==> src/rtl/button_pkg.sv <==
// button_pkg: shared state encoding and repeat-counter width helper for the button conditioner
package button_pkg;
  typedef enum logic [1:0] {BTN_IDLE, BTN_PRESS_WAIT, BTN_HELD, BTN_RELEASE_WAIT} btn_state_t;
  function automatic int rpt_w(input int d, input int r);
    return $clog2((d > r ? d : r) + 1);
  endfunction
endpackage

==> src/rtl/button_conditioner_if.sv <==
// button_conditioner_if: raw key inputs and conditioned level/pulse outputs as one bundle
interface button_conditioner_if #(parameter int N_CH = 4);
  logic [N_CH-1:0] Key;
  logic [N_CH-1:0] Level;
  logic [N_CH-1:0] Press;
  logic [N_CH-1:0] Release;
  modport master (output Key, input Level, Press, Release);
  modport slave (input Key, output Level, Press, Release);
endinterface

==> src/rtl/button_channel.sv <==
// button_channel: one button's synchroniser, debounce FSM and level/press/release outputs; BUTTON_REPEAT_EN adds auto-repeat
module button_channel
  import button_pkg::*;
#(
  parameter int SYNC_STAGES = 2,
  parameter int DEBOUNCE_CYCLES = 16
`ifdef BUTTON_REPEAT_EN
  , parameter int REPEAT_DELAY = 64,
  parameter int REPEAT_RATE = 16
`endif
) (
  input  logic Clock,
  input  logic Reset,
  input  logic p,
  output logic level,
  output logic press,
  output logic rel
);
  localparam int CW = $clog2(DEBOUNCE_CYCLES);
  localparam logic [CW-1:0] CNT_LAST = CW'(DEBOUNCE_CYCLES - 1);
  logic [SYNC_STAGES-1:0] sync_q, sync_d;
  btn_state_t state_q, state_d;
  logic [CW-1:0] cnt_q, cnt_d, cnt_inc;
  logic level_q, level_d, press_q, press_d, rel_q, rel_d;
  logic s, rpt_hit;
  assign s = sync_q[SYNC_STAGES-1];
`ifdef BUTTON_REPEAT_EN
  localparam int RW = rpt_w(REPEAT_DELAY, REPEAT_RATE);
  logic [RW-1:0] rpt_q, rpt_d, rpt_nx;
  logic first_q, first_d, stay_held;
  // repeat counter: restart on HELD entry, count while staying HELD, freeze elsewhere
  always_comb begin
    stay_held = state_q == BTN_HELD && state_d == BTN_HELD;
    rpt_nx = rpt_q + RW'(1);
    rpt_hit = stay_held && rpt_nx == (first_q ? RW'(REPEAT_DELAY) : RW'(REPEAT_RATE));
    rpt_d = (state_d == BTN_HELD && state_q != BTN_HELD) ? '0 : stay_held ? (rpt_hit ? '0 : rpt_nx) : rpt_q;
    first_d = (state_d == BTN_HELD && state_q != BTN_HELD) ? 1'b1 : rpt_hit ? 1'b0 : first_q;
  end
  // repeat counter registers
  always_ff @(posedge Clock)
    if (Reset) begin
      rpt_q <= '0;
      first_q <= 1'b1;
    end else begin
      rpt_q <= rpt_d;
      first_q <= first_d;
    end
`else
  assign rpt_hit = 1'b0;
`endif
  // synchroniser shift, debounce FSM next state and Moore outputs of the next state
  always_comb begin
    sync_d = {sync_q[SYNC_STAGES-2:0], p};
    cnt_inc = (cnt_q == '1) ? cnt_q : cnt_q + CW'(1);
    state_d = state_q;
    cnt_d = cnt_q;
    case (state_q)
      BTN_IDLE: if (s) begin
        state_d = BTN_PRESS_WAIT;
        cnt_d = CW'(1);
      end
      BTN_PRESS_WAIT: if (!s) begin
        state_d = BTN_IDLE;
        cnt_d = '0;
      end else if (cnt_q == CNT_LAST) state_d = BTN_HELD;
      else cnt_d = cnt_inc;
      BTN_HELD: if (!s) begin
        state_d = BTN_RELEASE_WAIT;
        cnt_d = CW'(1);
      end
      default: if (s) begin
        state_d = BTN_HELD;
        cnt_d = '0;
      end else if (cnt_q == CNT_LAST) state_d = BTN_IDLE;
      else cnt_d = cnt_inc;
    endcase
    level_d = state_d == BTN_HELD || state_d == BTN_RELEASE_WAIT;
    press_d = (state_q == BTN_PRESS_WAIT && state_d == BTN_HELD) || rpt_hit;
    rel_d = state_q == BTN_RELEASE_WAIT && state_d == BTN_IDLE;
  end
  // state, counter, synchroniser and registered output flops
  always_ff @(posedge Clock)
    if (Reset) begin
      sync_q <= '0;
      state_q <= BTN_IDLE;
      cnt_q <= '0;
      level_q <= 1'b0;
      press_q <= 1'b0;
      rel_q <= 1'b0;
    end else begin
      sync_q <= sync_d;
      state_q <= state_d;
      cnt_q <= cnt_d;
      level_q <= level_d;
      press_q <= press_d;
      rel_q <= rel_d;
    end
  assign level = level_q;
  assign press = press_q;
  assign rel = rel_q;
endmodule

==> src/rtl/button_conditioner.sv <==
// button_conditioner: N_CH independent debounced buttons with level and press/release pulses; BUTTON_REPEAT_EN enables auto-repeat
module button_conditioner
  import button_pkg::*;
#(
  parameter int N_CH = 4,
  parameter int SYNC_STAGES = 2,
  parameter int DEBOUNCE_CYCLES = 16,
  parameter bit ACTIVE_LOW = 1
`ifdef BUTTON_REPEAT_EN
  , parameter int REPEAT_DELAY = 64,
  parameter int REPEAT_RATE = 16
`endif
) (
  input logic Clock,
  input logic Reset,
  button_conditioner_if.slave bus
);
  logic [N_CH-1:0] p, lvl, prs, rls;
  assign p = ACTIVE_LOW ? ~bus.Key : bus.Key;
  for (genvar i = 0; i < N_CH; i++) begin : g_ch
    button_channel #(
      .SYNC_STAGES(SYNC_STAGES),
      .DEBOUNCE_CYCLES(DEBOUNCE_CYCLES)
`ifdef BUTTON_REPEAT_EN
      , .REPEAT_DELAY(REPEAT_DELAY),
      .REPEAT_RATE(REPEAT_RATE)
`endif
    ) u_ch (
      .Clock(Clock),
      .Reset(Reset),
      .p(p[i]),
      .level(lvl[i]),
      .press(prs[i]),
      .rel(rls[i])
    );
  end
  assign bus.Level = lvl;
  assign bus.Press = prs;
  assign bus.Release = rls;
endmodule
==> src/flat_wrapper.sv <==
// flat-port wrapper written by rule: the top's interface ports become plain ports
module button_conditioner_flat import button_pkg::*;
#(
  parameter int N_CH = 4,
  parameter int SYNC_STAGES = 2,
  parameter int DEBOUNCE_CYCLES = 16,
  parameter bit ACTIVE_LOW = 1

)
  (Clock, Reset, bus_Key, bus_Level, bus_Press, bus_Release);
  button_conditioner_if #(.N_CH(N_CH)) bus_i ();
  input logic Clock;
  input logic Reset;
  input wire logic [$bits(bus_i.Key)-1:0] bus_Key;
  output wire logic [$bits(bus_i.Level)-1:0] bus_Level;
  output wire logic [$bits(bus_i.Press)-1:0] bus_Press;
  output wire logic [$bits(bus_i.Release)-1:0] bus_Release;
  assign bus_i.Key = bus_Key;
  assign bus_Level = bus_i.Level;
  assign bus_Press = bus_i.Press;
  assign bus_Release = bus_i.Release;
  button_conditioner #(.N_CH(N_CH), .SYNC_STAGES(SYNC_STAGES), .DEBOUNCE_CYCLES(DEBOUNCE_CYCLES), .ACTIVE_LOW(ACTIVE_LOW)) u_core (.Clock(Clock), .Reset(Reset), .bus(bus_i));
endmodule
==> config.mk <==
export PLATFORM = sky130hd
export DESIGN_NAME = button_conditioner_flat
export DESIGN_NICKNAME = d
export VERILOG_FILES = /design/src/rtl/button_pkg.sv /design/src/rtl/button_conditioner_if.sv /design/src/rtl/button_channel.sv /design/src/rtl/button_conditioner.sv /design/src/flat_wrapper.sv
export SDC_FILE = /design/constraint.sdc
export NUM_CORES = 1
export LEC_CHECK = 0
export CAP_MARGIN = 10
export CORE_ASPECT_RATIO = 0.9
export CORE_MARGIN = 10
export CORE_UTILIZATION = 55
export DETAILED_ROUTE_END_ITERATION = 10
export GPL_TIMING_DRIVEN = 0
export PLACE_DENSITY_LB_ADDON = 0.2
export SYNTH_ARGS = -nofsm -noshare
export SYNTH_HDL_FRONTEND = slang
export SYNTH_HIERARCHICAL = 1
export SYNTH_SLANG_ARGS = --single-unit
==> constraint.sdc <==
create_clock -name Clock -period 1.6 [get_ports Clock]
set_input_delay 0.4 -clock Clock [delete_from_list [all_inputs] [get_ports Clock]]
set_output_delay 0.4 -clock Clock [all_outputs]
set_load 0.01 [all_outputs]
---- Word-level counts from Yosys, hierarchy flattened ----
Cells that the tools add are included.
word-level totals
  word-level logic and storage cells ...... 137
  output and inout port bits .............. 12
  register bits after elaboration ......... 44
  input bits .............................. 6
operators by class
  add/subtract/negate cells ............... 4
  equality and inequality tests ........... 32
  mux-type cells .......................... 52
  reductions and logical operators ........ 24
  bitwise operators ....................... 1
operators with widths
  cell                                                 number
  two-way mux 4 bit                                    20
  two-way mux 2 bit                                    24
  one-hot mux 4 bit (3 select lines)                   4
  equality test 2 bit, second input constant           16
  one-hot mux 2 bit (3 select lines)                   4
  adder 4 x 1 -> 4 bit, second input constant          4
  equality test 4 bit, second input constant           4
  zero test 2 bit                                      8
  inequality test 2 bit, second input constant         8
  equality test 2 x 1 -> 1 bit, second input constant  4
  logical AND 1 bit                                    8
  AND reduction 2 bit                                  4
  logical OR 1 bit                                     4
  inverter 4 bit                                       1

---- Depth between registers and ports, before layout ----
  word-level depth ........................ 6
  mapped depth ............................ 5
  gate-level depth less buffers ........... 4

---- Modules after synthesis ----
The synthesis kept the hierarchy.
by module, submodules not included
  module              cells an instance  area an instance (µm²)  times used
  button_channel      45                 436.7                   4
  button_conditioner  4                  15.0                    1

---- Least setup slack after synthesis ----
Ideal clock, no wire load.
  path type ............................... flip-flop to flip-flop
  from .................................... reg u_core.g_ch[0].u_ch.cnt_q[0]
  to ...................................... reg u_core.g_ch[0].u_ch.cnt_q[0]
  required time ........................... 1.526 ns
  data arrival time ....................... 1.319 ns
  stages on the path, launching flop included .. 6
  slack ................................... 0.207 ns
  path through ............................ dfxtp_1 > ha_1 > and3_1 > clkbuf_1 > or3_1 > a31oi_1
on the way
  cells in the longest elaborated chain, start to end .. 4
  elaborated cells on any way between the ends .. 6
  classes of those cells .................. 1 x add/sub; 1 x eq/ne; 4 x mux
ends and longest elaborated chain
  what                                                                RTL line                                                          text
  start: declaration                                                  button_channel.sv:23                                              logic [CW-1:0] cnt_q, cnt_d, cnt_inc;
  start signal: assignment                                            button_channel.sv:93                                              cnt_q <= cnt_d;
  adder 4 x 1 -> 4 bit / equality test 4 bit (equally long branches)  button_channel.sv:54, button_channel.sv:65, button_channel.sv:74
  two-way mux 4 bit *                                                 button_channel.sv:65, button_channel.sv:74
  two-way mux 4 bit, on equally long branches                         button_channel.sv:71, button_channel.sv:62
  one-hot mux 4 bit (3 select lines) *                                button_channel.sv:57                                              case (state_q)
Every way passes the cells marked *; elsewhere a longest branch is shown, timed or not.
A chain may end at the register's enable or synchronous reset.

---- Final worst setup path ----
Ends and elaborated chain as after synthesis.

==> results.md <==
- Power per Cell Area: 824 nW/µm²
- Htree depth: 2
- LEAKAGE: 0.735 nW
- R2r endpoint: u_core/g_ch[0].u_ch/cnt_q[0]
- Die Ht: 73.7 µm
- Setup TNS: 0 ns
- Minimum clock period: 1.53 ns
- Most frequent cells in the layout: dfxtp_1, nand3_1, a31oi_1
- Layout cell share with drive strength beyond 1: 12.1%
- CP Class: reg -> reg
- Largest net degree at the start of global routing: 13
- Reg2reg start: u_core/g_ch[0].u_ch/cnt_q[0]
- Detail Placement HPWL: 2420 µm
- Max-cap violation count: 0
- Post-CTS Hold Fix Bufs: 0
- Post-Syn Area: 1760 µm²
- Switching pwr: 0.399 mW
- Setup WS pre-CTS: 0.0701 ns
- Switch share: 23.9%
- Post-route design area: 2030 µm²
- Worst Reg-to-Reg Cells: 5
- RePlAce Congestion: 0.774
- WP data arrival: 1.81 ns
- Yosys cell types: 21
- Finished Layout Cells: 248
- Slew @ Worst Pin: 0.544 ns
- Peak Freq: 654 MHz
- IO Port Bufs: 16
- Internal power: 1.27 mW
- Clk root buf: clkbuf_4
- Average size of a mapped cell: 9.57 µm²
- CP startpoint kind: register
- Avg WL per Cell: 14.4 µm
- Total grt overflow: 0
- # diodes: 0
- Skew final: 0.00658 ns
- Post-CTS sizing: 17
- Final worst-path cycle share: 95.5%
- 1st-iter DRT viols: 151
- Sequential area share after synthesis: 45.5%
- Core ar.: 3070 µm²
- # IOs: 18
- Hold Crit Start: Reset
- Post-Synthesis Net Count: 194
- CTS tree: yes
- Setup ws final: 0.0721 ns
- Final Max Tran Viols: 0
- Worst hold path class: in -> reg
- Flops & latches, synth: 40
- Worst vdd ir: 0.636 mV
- DRT Pass-1 Iters: 4
- Num CTS Buffers: 5
- Met2 WL: 1760 µm
- Top Metal Used: met4
- Final Hold Fails: 0
- Placed cells: 242
- Clock buffer depth: 2
- Critical-path top delay cell: dfxtp_1
- Antenna-violating nets left: 0
- Clock power share: 32.2%
- Metal-1 WL: 1580 µm
- Total power: 1.67 mW
- Vias/cell: 6.02
- Worst slew margin relative to its limit: 63.5%
- Area grow syn2layout: 15.1%
- Die Wd: 79.7 µm
- Initial Utilization: 57.4%
- DRC Markers: 0
- Die area: 5870 µm²
- Via count: 1492
- Comb power frac: 5.8%
- Vias in the first global route: 1374
- Footprint of the multi-input gates: 813 µm²
- Sequential Area: 813 µm²
- Wire length of the first global-routing pass: 6180 µm
- Commonest non-fill, non-tap cell in the layout: dfxtp_1
- Skew-Pair Late Insertion Delay: 0.34 ns
- Worst Hold End: u_core/g_ch[1].u_ch/level
- Fillers: 256
- Clock sink total: 40
- Net count, final: 215
- Crit path required time: 1.88 ns
- Post-CTS setup buffer count: 0
- Sequential share of power: 61.9%
- Mapped Cells: 184
- Outcome: completed
- RSZ-0062 raised after global routing: no
- Setup Viol. Count Final: 0
- Total wire length: 3560 µm
- WL met3: 206 µm
- Syn. warnings: 6
- Crit end category: register
- Worst hold stages: 2
- Worst path cell trace: ha_1 -> and3_1 -> clkbuf_1 -> or3_1 -> a31oi_1
- Initial antenna violation count: 0
- FP Rows: 19
- Crit path max fanout: 6
- Max incr delay on CP: 0.36 ns
- Clock-pin slew on the worst setup and hold paths: 0.12 ns
- GR Util All Layers: 13.1%
- Worst R2R Setup Slack: 0.07 ns
- DP Area: 1970 µm²
-- layer usage --
layer	vias up	GRT usage, %
li1	740	-
met1	710	14.5
met4	0	7.36
met5	-	0
met2	40	21.6
met3	2	4.15
-- power by group through the flow --
stage | logic (mW) | registers (mW) | clock network, mW
floorplan | 0.0706 | 1.05 | 0
global placement | 0.0915 | 1.05 | 0
detailed placement | 0.0955 | 1.06 | 0
CTS | 0.0964 | 1.03 | 0.557
global route | 0.107 | 1.04 | 0.602
finish | 0.0976 | 1.03 | 0.539
-- worst max-delay path: cells and delay by family (launching register included) --
kind / cells / cell delay, ns
AO/OA/AOI/OAI: 1 / 0.16
AND/OR/NAND/NOR: 2 / 0.55
flip-flops: 1 / 0.36
buffers and inverters: 1 / 0.15
adder cells (fa/ha/maj): 1 / 0.25
-- synthesized netlist by cell type --
master	n	area share (%)
clkbuf_1	4	0.85
nor4b_1	8	4.0
nor2b_1	8	2.8
dfxtp_1	40	45
or4_1	8	3.4
xnor2_1	4	2.0
o2111ai_1	8	4.0
or3_1	4	1.4
nand4b_1	4	2.0
and3_1	4	1.4
nand3_1	24	6.8
nand4_1	8	2.8
a21oi_1	4	1.1
ha_1	4	2.8
a31oi_1	16	5.7
o21ai_0	4	1.1
buf_6	8	5.1
nand2_1	4	0.85
xor2_1	4	2.0
a211oi_1	4	1.7
inv_1	12	2.6
-- area by class of cell --
type | instances | share of cell area [%]
clock inverter | 2 | 0.494
inverter | 12 | 2.22
clock buffer | 6 | 2.53
multi-input combinational | 120 | 40.1
timing repair buffer | 16 | 7.16
buffer | 10 | 4.81
sequential | 40 | 40.1
tap | 42 | 2.59
-- kinds of logic (layout without fill, tap and decap cells) --
family,Yosys count,in the layout,share of synthesized area (%)
compound gates,36,36,13.6
fa+ha+maj,4,4,2.84
buf+inv,24,46,8.52
xor+xnor,8,8,3.98
flops,40,40,45.5
simple gates,72,72,25.6
-- sequential cells by signal, indices dropped and copies added, names as in the netlist --
register                  cells
u_core/g_ch.u_ch/level        4
u_core/g_ch.u_ch/cnt_q       16
u_core/g_ch.u_ch/state_q      4
u_core/g_ch.u_ch/rel          4
u_core/g_ch.u_ch/sync_q       8
u_core/g_ch.u_ch/press        4
-- worst max path at each step --
stage / from / endpoint / depth (start not counted)
3_5_place_dp: u_core/g_ch[3].u_ch/cnt_q[0] / u_core/g_ch[3].u_ch/cnt_q[0] / 5
3_3_place_gp: u_core/g_ch[3].u_ch/cnt_q[0] / u_core/g_ch[3].u_ch/cnt_q[0] / 5
6_report: u_core/g_ch[0].u_ch/cnt_q[0] / u_core/g_ch[0].u_ch/cnt_q[0] / 5
2_1_floorplan: u_core/g_ch[0].u_ch/cnt_q[0] / u_core/g_ch[0].u_ch/cnt_q[0] / 5
4_1_cts: u_core/g_ch[1].u_ch/cnt_q[0] / u_core/g_ch[1].u_ch/cnt_q[0] / 5
5_1_grt: u_core/g_ch[0].u_ch/cnt_q[0] / u_core/g_ch[0].u_ch/cnt_q[0] / 5
-- stage by stage --
stage | hold slack [ns] | utilization (%)
6_report | 0.231 | 66.1
5_1_grt | 0.208 | 66.1
4_1_cts | 0.212 | 66.1
3_5_place_dp | 0.431 | 64.4
3_3_place_gp | 0.417 | 64.4
2_1_floorplan | 0.414 | -
Power figures use the tool's default switching activity.
